### config.mk
export PLATFORM = sky130hd
export DESIGN_NAME = ascon_seq_ctrl_flat
export DESIGN_NICKNAME = d
export VERILOG_FILES = /design/src/rtl/ascon_seq_ctrl_if.sv /design/src/rtl/ascon_seq_ctrl.sv /design/src/flat_wrapper.sv
export SDC_FILE = /design/constraint.sdc
export NUM_CORES = 1
export LEC_CHECK = 0
export CORE_AREA = 2 2 209 211
export CTS_BUF_LIST = sky130_fd_sc_hd__clkbuf_4 sky130_fd_sc_hd__clkbuf_8 sky130_fd_sc_hd__clkbuf_16
export DETAILED_ROUTE_END_ITERATION = 7
export DIE_AREA = 0 0 211 213
export HOLD_SLACK_MARGIN = 0.05
export MAX_ROUTING_LAYER = met4
export PLACE_DENSITY = 0.57
export SYNTH_ARGS = -nofsm -noshare
export SYNTH_HDL_FRONTEND = slang
export SYNTH_SLANG_ARGS = --single-unit
### constraint.sdc
create_clock -name clock_i -period 2.95 [get_ports clock_i]
set_input_delay 0.295 -clock clock_i [delete_from_list [all_inputs] [get_ports clock_i]]
set_output_delay 0.295 -clock clock_i [all_outputs]
set_load 0.005 [all_outputs]
### src/rtl/ascon_seq_ctrl_if.sv
// ============================================================================
// Module   : ascon_seq_ctrl_if
// Brief    : Host block-stream handshake between the host and the ASCON sequencer.
// Revision : 1.0
// ============================================================================
`default_nettype none

interface ascon_seq_ctrl_if;
    logic [63:0] blk_i;
    logic        blk_valid_i;
    logic        blk_ready_o;

    modport master (output blk_i, output blk_valid_i, input blk_ready_o);
    modport slave  (input blk_i, input blk_valid_i, output blk_ready_o);
endinterface

`default_nettype wire

### src/rtl/ascon_seq_ctrl.sv
// ============================================================================
// Module   : ascon_seq_ctrl
// Brief    : Sequences one ASCON AEAD message (init, AD blocks, PT blocks, tag) with watchdog.
// Revision : 1.0
// ============================================================================
`default_nettype none

module ascon_seq_ctrl #(
    parameter int NB_AD   = 1,
    parameter int NB_PT   = 23,
    parameter int TIMEOUT = 255
) (
    input  logic                   clock_i,
    input  logic                   reset_i,
    input  logic                   start_i,
    ascon_seq_ctrl_if.slave        host,
    output logic                   init_o,
    output logic                   associate_data_o,
    output logic                   finalisation_o,
    output logic                   data_valid_o,
    output logic [63:0]            data_o,
    input  logic                   end_initialisation_i,
    input  logic                   end_associate_i,
    input  logic                   cipher_valid_i,
    input  logic                   end_tag_i,
    input  logic [63:0]            cipher_i,
    input  logic [127:0]           tag_i,
    output logic [63:0]            cipher_o,
    output logic                   cipher_valid_o,
    output logic [127:0]           tag_o,
    output logic                   busy_o,
    output logic                   done_o,
    output logic                   error_o,
    output logic [7:0]             blk_idx_o
);

    localparam logic [7:0] C_LAST_AD = 8'(NB_AD - 1);
    localparam logic [7:0] C_LAST_PT = 8'(NB_PT - 1);
    localparam logic [7:0] C_TIMEOUT = 8'(TIMEOUT);

    typedef enum logic [3:0] {
        S_IDLE      = 4'd0,
        S_INIT      = 4'd1,
        S_WAIT_INIT = 4'd2,
        S_AD_REQ    = 4'd3,
        S_AD_WAIT   = 4'd4,
        S_PT_REQ    = 4'd5,
        S_PT_WAIT   = 4'd6,
        S_TAG_WAIT  = 4'd7,
        S_DONE      = 4'd8
    } state_t;

    state_t         state_q, state_d;
    logic [7:0]     idx_q, idx_d;
    logic [7:0]     wd_q, wd_d;
    logic [63:0]    data_q, cipher_q;
    logic [127:0]   tag_q;
    logic           dv_q, ad_q, fin_q, cv_q;
    logic           w_req, w_xfer, w_waiting;
    logic           w_load_blk, w_load_ct, w_load_tag, w_timeout;

    assign w_req     = (state_q == S_AD_REQ) || (state_q == S_PT_REQ);
    assign w_xfer    = w_req && host.blk_valid_i;
    assign w_waiting = (state_q == S_WAIT_INIT) || (state_q == S_AD_WAIT) ||
                       (state_q == S_PT_WAIT)   || (state_q == S_TAG_WAIT);

    always_comb begin
        state_d    = state_q;
        idx_d      = idx_q;
        w_load_blk = 1'b0;
        w_load_ct  = 1'b0;
        w_load_tag = 1'b0;
        w_timeout  = 1'b0;
        case (state_q)
            S_IDLE:      if (start_i) state_d = S_INIT;
            S_INIT:      state_d = S_WAIT_INIT;
            S_WAIT_INIT: if (end_initialisation_i) begin
                state_d = S_AD_REQ;
                idx_d   = 8'd0;
            end
            S_AD_REQ:    if (w_xfer) begin
                w_load_blk = 1'b1;
                state_d    = S_AD_WAIT;
            end
            S_AD_WAIT:   if (end_associate_i) begin
                if (idx_q < C_LAST_AD) begin
                    state_d = S_AD_REQ;
                    idx_d   = idx_q + 8'd1;
                end else begin
                    state_d = S_PT_REQ;
                    idx_d   = 8'd0;
                end
            end
            S_PT_REQ:    if (w_xfer) begin
                w_load_blk = 1'b1;
                state_d    = S_PT_WAIT;
            end
            S_PT_WAIT:   if (cipher_valid_i) begin
                w_load_ct = 1'b1;
                if (idx_q != C_LAST_PT) begin
                    state_d = S_PT_REQ;
                    idx_d   = idx_q + 8'd1;
                end else if (end_tag_i) begin
                    // Core may deliver the last ciphertext and the tag together
                    w_load_tag = 1'b1;
                    state_d    = S_DONE;
                end else begin
                    state_d = S_TAG_WAIT;
                end
            end
            S_TAG_WAIT:  if (end_tag_i) begin
                w_load_tag = 1'b1;
                state_d    = S_DONE;
            end
            S_DONE:      state_d = S_IDLE;
            default:     state_d = S_IDLE;
        endcase

        // A completion event in the same cycle wins over the watchdog
        if (w_waiting && (state_d == state_q) && (wd_q == C_TIMEOUT)) begin
            w_timeout = 1'b1;
            state_d   = S_IDLE;
        end
        wd_d = (w_waiting && (state_d == state_q)) ? wd_q + 8'd1 : 8'd0;
    end

    always_ff @(posedge clock_i or negedge reset_i) begin
        if (!reset_i) begin
            state_q  <= S_IDLE;
            idx_q    <= 8'd0;
            wd_q     <= 8'd0;
            data_q   <= 64'd0;
            cipher_q <= 64'd0;
            tag_q    <= 128'd0;
            dv_q     <= 1'b0;
            ad_q     <= 1'b0;
            fin_q    <= 1'b0;
            cv_q     <= 1'b0;
        end else begin
            state_q <= state_d;
            idx_q   <= idx_d;
            wd_q    <= wd_d;
            dv_q    <= w_load_blk;
            ad_q    <= w_load_blk && (state_q == S_AD_REQ);
            fin_q   <= w_load_blk && (state_q == S_PT_REQ) && (idx_q == C_LAST_PT);
            cv_q    <= w_load_ct;
            if (w_load_blk) data_q   <= host.blk_i;
            if (w_load_ct)  cipher_q <= cipher_i;
            if (w_load_tag) tag_q    <= tag_i;
        end
    end

    assign host.blk_ready_o = w_req;
    assign init_o           = (state_q == S_INIT);
    assign associate_data_o = ad_q;
    assign finalisation_o   = fin_q;
    assign data_valid_o     = dv_q;
    assign data_o           = data_q;
    assign cipher_o         = cipher_q;
    assign cipher_valid_o   = cv_q;
    assign tag_o            = tag_q;
    assign busy_o           = (state_q != S_IDLE);
    assign done_o           = (state_q == S_DONE);
    assign error_o          = w_timeout;
    assign blk_idx_o        = idx_q;

endmodule

`default_nettype wire

### src/flat_wrapper.sv
// flat-port wrapper written by rule: the top's interface ports become plain ports
module ascon_seq_ctrl_flat 
#(
    parameter int NB_AD   = 1,
    parameter int NB_PT   = 23,
    parameter int TIMEOUT = 255
)
  (clock_i, reset_i, start_i, init_o, associate_data_o, finalisation_o, data_valid_o, data_o, end_initialisation_i, end_associate_i, cipher_valid_i, end_tag_i, cipher_i, tag_i, cipher_o, cipher_valid_o, tag_o, busy_o, done_o, error_o, blk_idx_o, host_blk_i, host_blk_valid_i, host_blk_ready_o);
  ascon_seq_ctrl_if host_i ();
  input  logic clock_i;
  input  logic reset_i;
  input  logic start_i;
  output logic init_o;
  output logic associate_data_o;
  output logic finalisation_o;
  output logic data_valid_o;
  output logic [63:0] data_o;
  input  logic end_initialisation_i;
  input  logic end_associate_i;
  input  logic cipher_valid_i;
  input  logic end_tag_i;
  input  logic [63:0] cipher_i;
  input  logic [127:0] tag_i;
  output logic [63:0] cipher_o;
  output logic cipher_valid_o;
  output logic [127:0] tag_o;
  output logic busy_o;
  output logic done_o;
  output logic error_o;
  output logic [7:0] blk_idx_o;
  input wire logic [$bits(host_i.blk_i)-1:0] host_blk_i;
  input wire logic [$bits(host_i.blk_valid_i)-1:0] host_blk_valid_i;
  output wire logic [$bits(host_i.blk_ready_o)-1:0] host_blk_ready_o;
  assign host_i.blk_i = host_blk_i;
  assign host_i.blk_valid_i = host_blk_valid_i;
  assign host_blk_ready_o = host_i.blk_ready_o;
  ascon_seq_ctrl #(.NB_AD(NB_AD), .NB_PT(NB_PT), .TIMEOUT(TIMEOUT)) u_core (.clock_i(clock_i), .reset_i(reset_i), .start_i(start_i), .host(host_i), .init_o(init_o), .associate_data_o(associate_data_o), .finalisation_o(finalisation_o), .data_valid_o(data_valid_o), .data_o(data_o), .end_initialisation_i(end_initialisation_i), .end_associate_i(end_associate_i), .cipher_valid_i(cipher_valid_i), .end_tag_i(end_tag_i), .cipher_i(cipher_i), .tag_i(tag_i), .cipher_o(cipher_o), .cipher_valid_o(cipher_valid_o), .tag_o(tag_o), .busy_o(busy_o), .done_o(done_o), .error_o(error_o), .blk_idx_o(blk_idx_o));
endmodule
==> impl_metrics.ini <==
[run_status]
outcome = finished clean

[setup_path]
worstReg2RegEnd = u_core.tag_o[116]$_DFFE_PN0P_
crit_path_frequent_cell = nor4_2
crit_path_start_kind = register
r2r_cells = 9
cp_slowest_cell = dfrtp_1
cp_max_fo = 12
cp.depth = 6
crit_family = simple AND/OR/NAND/NOR gates
crit_start = u_core.state_q[3]$_DFF_PN0_
crit_required_ps = 2650
reg2reg_from = u_core.blk_idx_o[0]$_DFFE_PN0P_
critPathMaxStageDelay_ps = 520
path_cells = nand3b_1 > buf_4 > nor4_2 > nor4_2 > and2_1 > dlygate4sd2_1
endpoint = error_o
crit_type = reg -> out
r2r_setup_slack_ps = 370
crit_arrival_ps = 2470
end_kind = output pin
critPathBufInv = 2

[synthesis]
synthFlopType = dfrtp_1
synth-seq-cells = 280
syn-num-nets = 1101
synthesis.area_mm2 = 0.0114
syn_area_per_cell_um2 = 13.7
postSynthCellCount = 834
synth_edf_count = 0
synthArstFlopShare = 1.00
yosys_warnings = 0
ys_seq_area_frac = 0.613
ys_types = 46

[sta]
tns_ps = 0
slew_viol_final = 0
min_period_over_period = 0.936
min_period_ps = 2760
finalSetupViolations = 0
timing.fmax_ghz = 0.362
worstMarginPinSlew_ps = 693
finClkSkew_ps = 16.0
relSlewSlack = 0.538
rsz0062_at_grt = false
hold_violations = 0

[global_route]
grt_max_degree = 77
grt_overflow = 0
grt_use_total = 0.164
grt_first_pass_wirelength_um = 54400
grt_pass1_vias = 9037
antenna_found_initial = 1

[floorplan]
start_util = 0.268
dieWidth_um = 211
coreArea_mm2 = 0.0427
io_pins = 537
rows = 76
die_h_um = 213
dieArea_mm2 = 0.0449

[clock_tree]
htreeDepth = 2
max-clock-path-buffers = 3
cts.sinks = 280
clk_pin_slew_worst_paths_ps = 60
numCtsBuffers = 35
ctsRootBufferMaster = clkbuf_16
cts_tree = yes
worstSkewPairLatency_ps = 520

[cells_and_area]
utilization = 0.442
final_common_cell = clkdlybuf4s50_1
fin_nets = 1670
layout-drive-gt1-share = 0.206
syn_to_final_growth_pct = 65.2
layout_common_cells = 534 x clkdlybuf4s50_1, 278 x dfrtp_1, 197 x nand2_1, 109 x mux2_4, 74 x mux2_2

[pwr]
p_leak_uw = 0.00863
power_per_cell_area_mw_per_mm2 = 991
power_uw = 18700
vdd_drop_max_mv = 0.520

[drt]
via_per_inst = 4.34
wire_per_inst_um = 18.7
drt_iter0_markers = 389
drc = 0
routed_wl_um = 36800
drt-pass1-iter-count = 5
via_count = 8551
drtAntennaViolNets = 0

[placement]
dp_hpwl_um = 27600
gp_congestion = 0.794
port-buffer-count = 536

[flow_run]
drv_cap = 0

[min_path]
holdCritPathClass = in -> reg
timing repair:
item                                    CTS  global route
endpoints found under the setup margin    1             0
resized for setup                         6             0
endpoints found under the hold margin    69             0
hold buffers                              1             0
setup buffers                             6             0
per-stage QoR:
stage / setup slack (ps) / cell area, um2 / cells / hold WS, ps
detailed placement: 208 / 17600 / 1905 / 350
global placement: 198 / 17600 / 1905 / 354
global route: 23.9 / 18900 / 1971 / 288
CTS: 163 / 18900 / 1970 / 256
finish: 187 / 18900 / 1971 / 297
floorplan: 784 / 11400 / 834 / -0.591
kinds of logic after synthesis:
| kind of cell | count (synthesis) | synth area share |
|---|---|---|
| xor+xnor | 12 | 0.00920 |
| simple gates | 271 | 0.104 |
| fa+ha+maj | 3 | 0.00329 |
| mux | 194 | 0.227 |
| compound gates | 26 | 0.0174 |
| buf+inv | 48 | 0.0254 |
| flops | 280 | 0.613 |
worst min-delay path, delay by kind of cell:
| kind | cells | cell delay, ps |
|---|---|---|
| AND/OR/NAND/NOR | 2 | 90 |
| buffers and inverters | 1 | 390 |
synth_stat cells (all sizes together) (2+ instances only):
cell / n / area (um2)
a21boi: 2 / 15.0
a21o: 2 / 15.0
a21oi: 5 / 25.0
a2bb2oi: 2 / 23.8
and3: 5 / 31.3
buf: 26 / 208
clkbuf: 15 / 56.3
dfrtp: 280 / 7010
ha: 3 / 37.5
inv: 7 / 26.3
mux2: 192 / 2570
mux2i: 2 / 20.0
nand2: 199 / 747
nand2b: 6 / 37.5
nand3: 9 / 45.0
nand3b: 5 / 37.5
nand4: 3 / 18.8
nand4bb: 2 / 22.5
nor2: 13 / 48.8
nor2b: 4 / 25.0
nor3: 6 / 30.0
nor4: 9 / 71.3
o211a: 2 / 20.0
o211ai: 2 / 15.0
o21ai: 6 / 33.8
o41ai: 2 / 17.5
or2: 3 / 18.8
or3b: 2 / 17.5
xnor2: 4 / 35.0
xor2: 8 / 70.1
worst min path at each step:
stage          slack (ps)                                end  cells past startpoint           start
2_1_floorplan        -0.6  u_core.associate_data_o$_DFF_PN0_                      0         reset_i
3_3_place_gp          350       u_core.tag_o[95]$_DFFE_PN0P_                      1         reset_i
3_5_place_dp          350    u_core.blk_idx_o[5]$_DFFE_PN0P_                      1         reset_i
4_1_cts               260      u_core.data_o[42]$_DFFE_PN0P_                      3  host_blk_i[42]
5_1_grt               290      u_core.data_o[57]$_DFFE_PN0P_                      3  host_blk_i[57]
6_report              300      u_core.data_o[53]$_DFFE_PN0P_                      3  host_blk_i[53]
layout make-up:
class | count | area [um2]
Fill cell | 3919 | 23800
Sequential cell | 280 | 7010
Timing Repair Buffer | 573 | 5770
Multi-Input combinational cell | 506 | 4160
Clock buffer | 50 | 1070
Tap cell | 546 | 683
Clock inverter | 8 | 143
Inverter | 7 | 26.3
Antenna cell | 1 | 2.50
state kept, by name, indices dropped and copies added, names as in the netlist:
name / cells
u_core.data_valid_o: 1
u_core.data_o: 64
u_core.state_q: 4
u_core.associate_data_o: 1
u_core.cipher_valid_o: 1
u_core.cipher_o: 64
u_core.wd_q: 8
u_core.blk_idx_o: 8
u_core.finalisation_o: 1
u_core.tag_o: 128
routing by layer:
metal | wire, um | track usage | vias up
met2 | 17600 | 0.261 | 374
met4 | 1020 | 0.0585 | 0
met1 | 15000 | 0.192 | 4166
met5 | 0 | - | -
met3 | 3130 | 0.0562 | 63
li1 | - | - | 3948
where the power goes:
part | internal (uW) | switching (uW) | total [uW]
clock | 2850 | 1650 | 4500
sequential | 5580 | 1030 | 6600
combinational | 5080 | 2520 | 7600
Note: power is estimated with default switching activity, not from simulation.
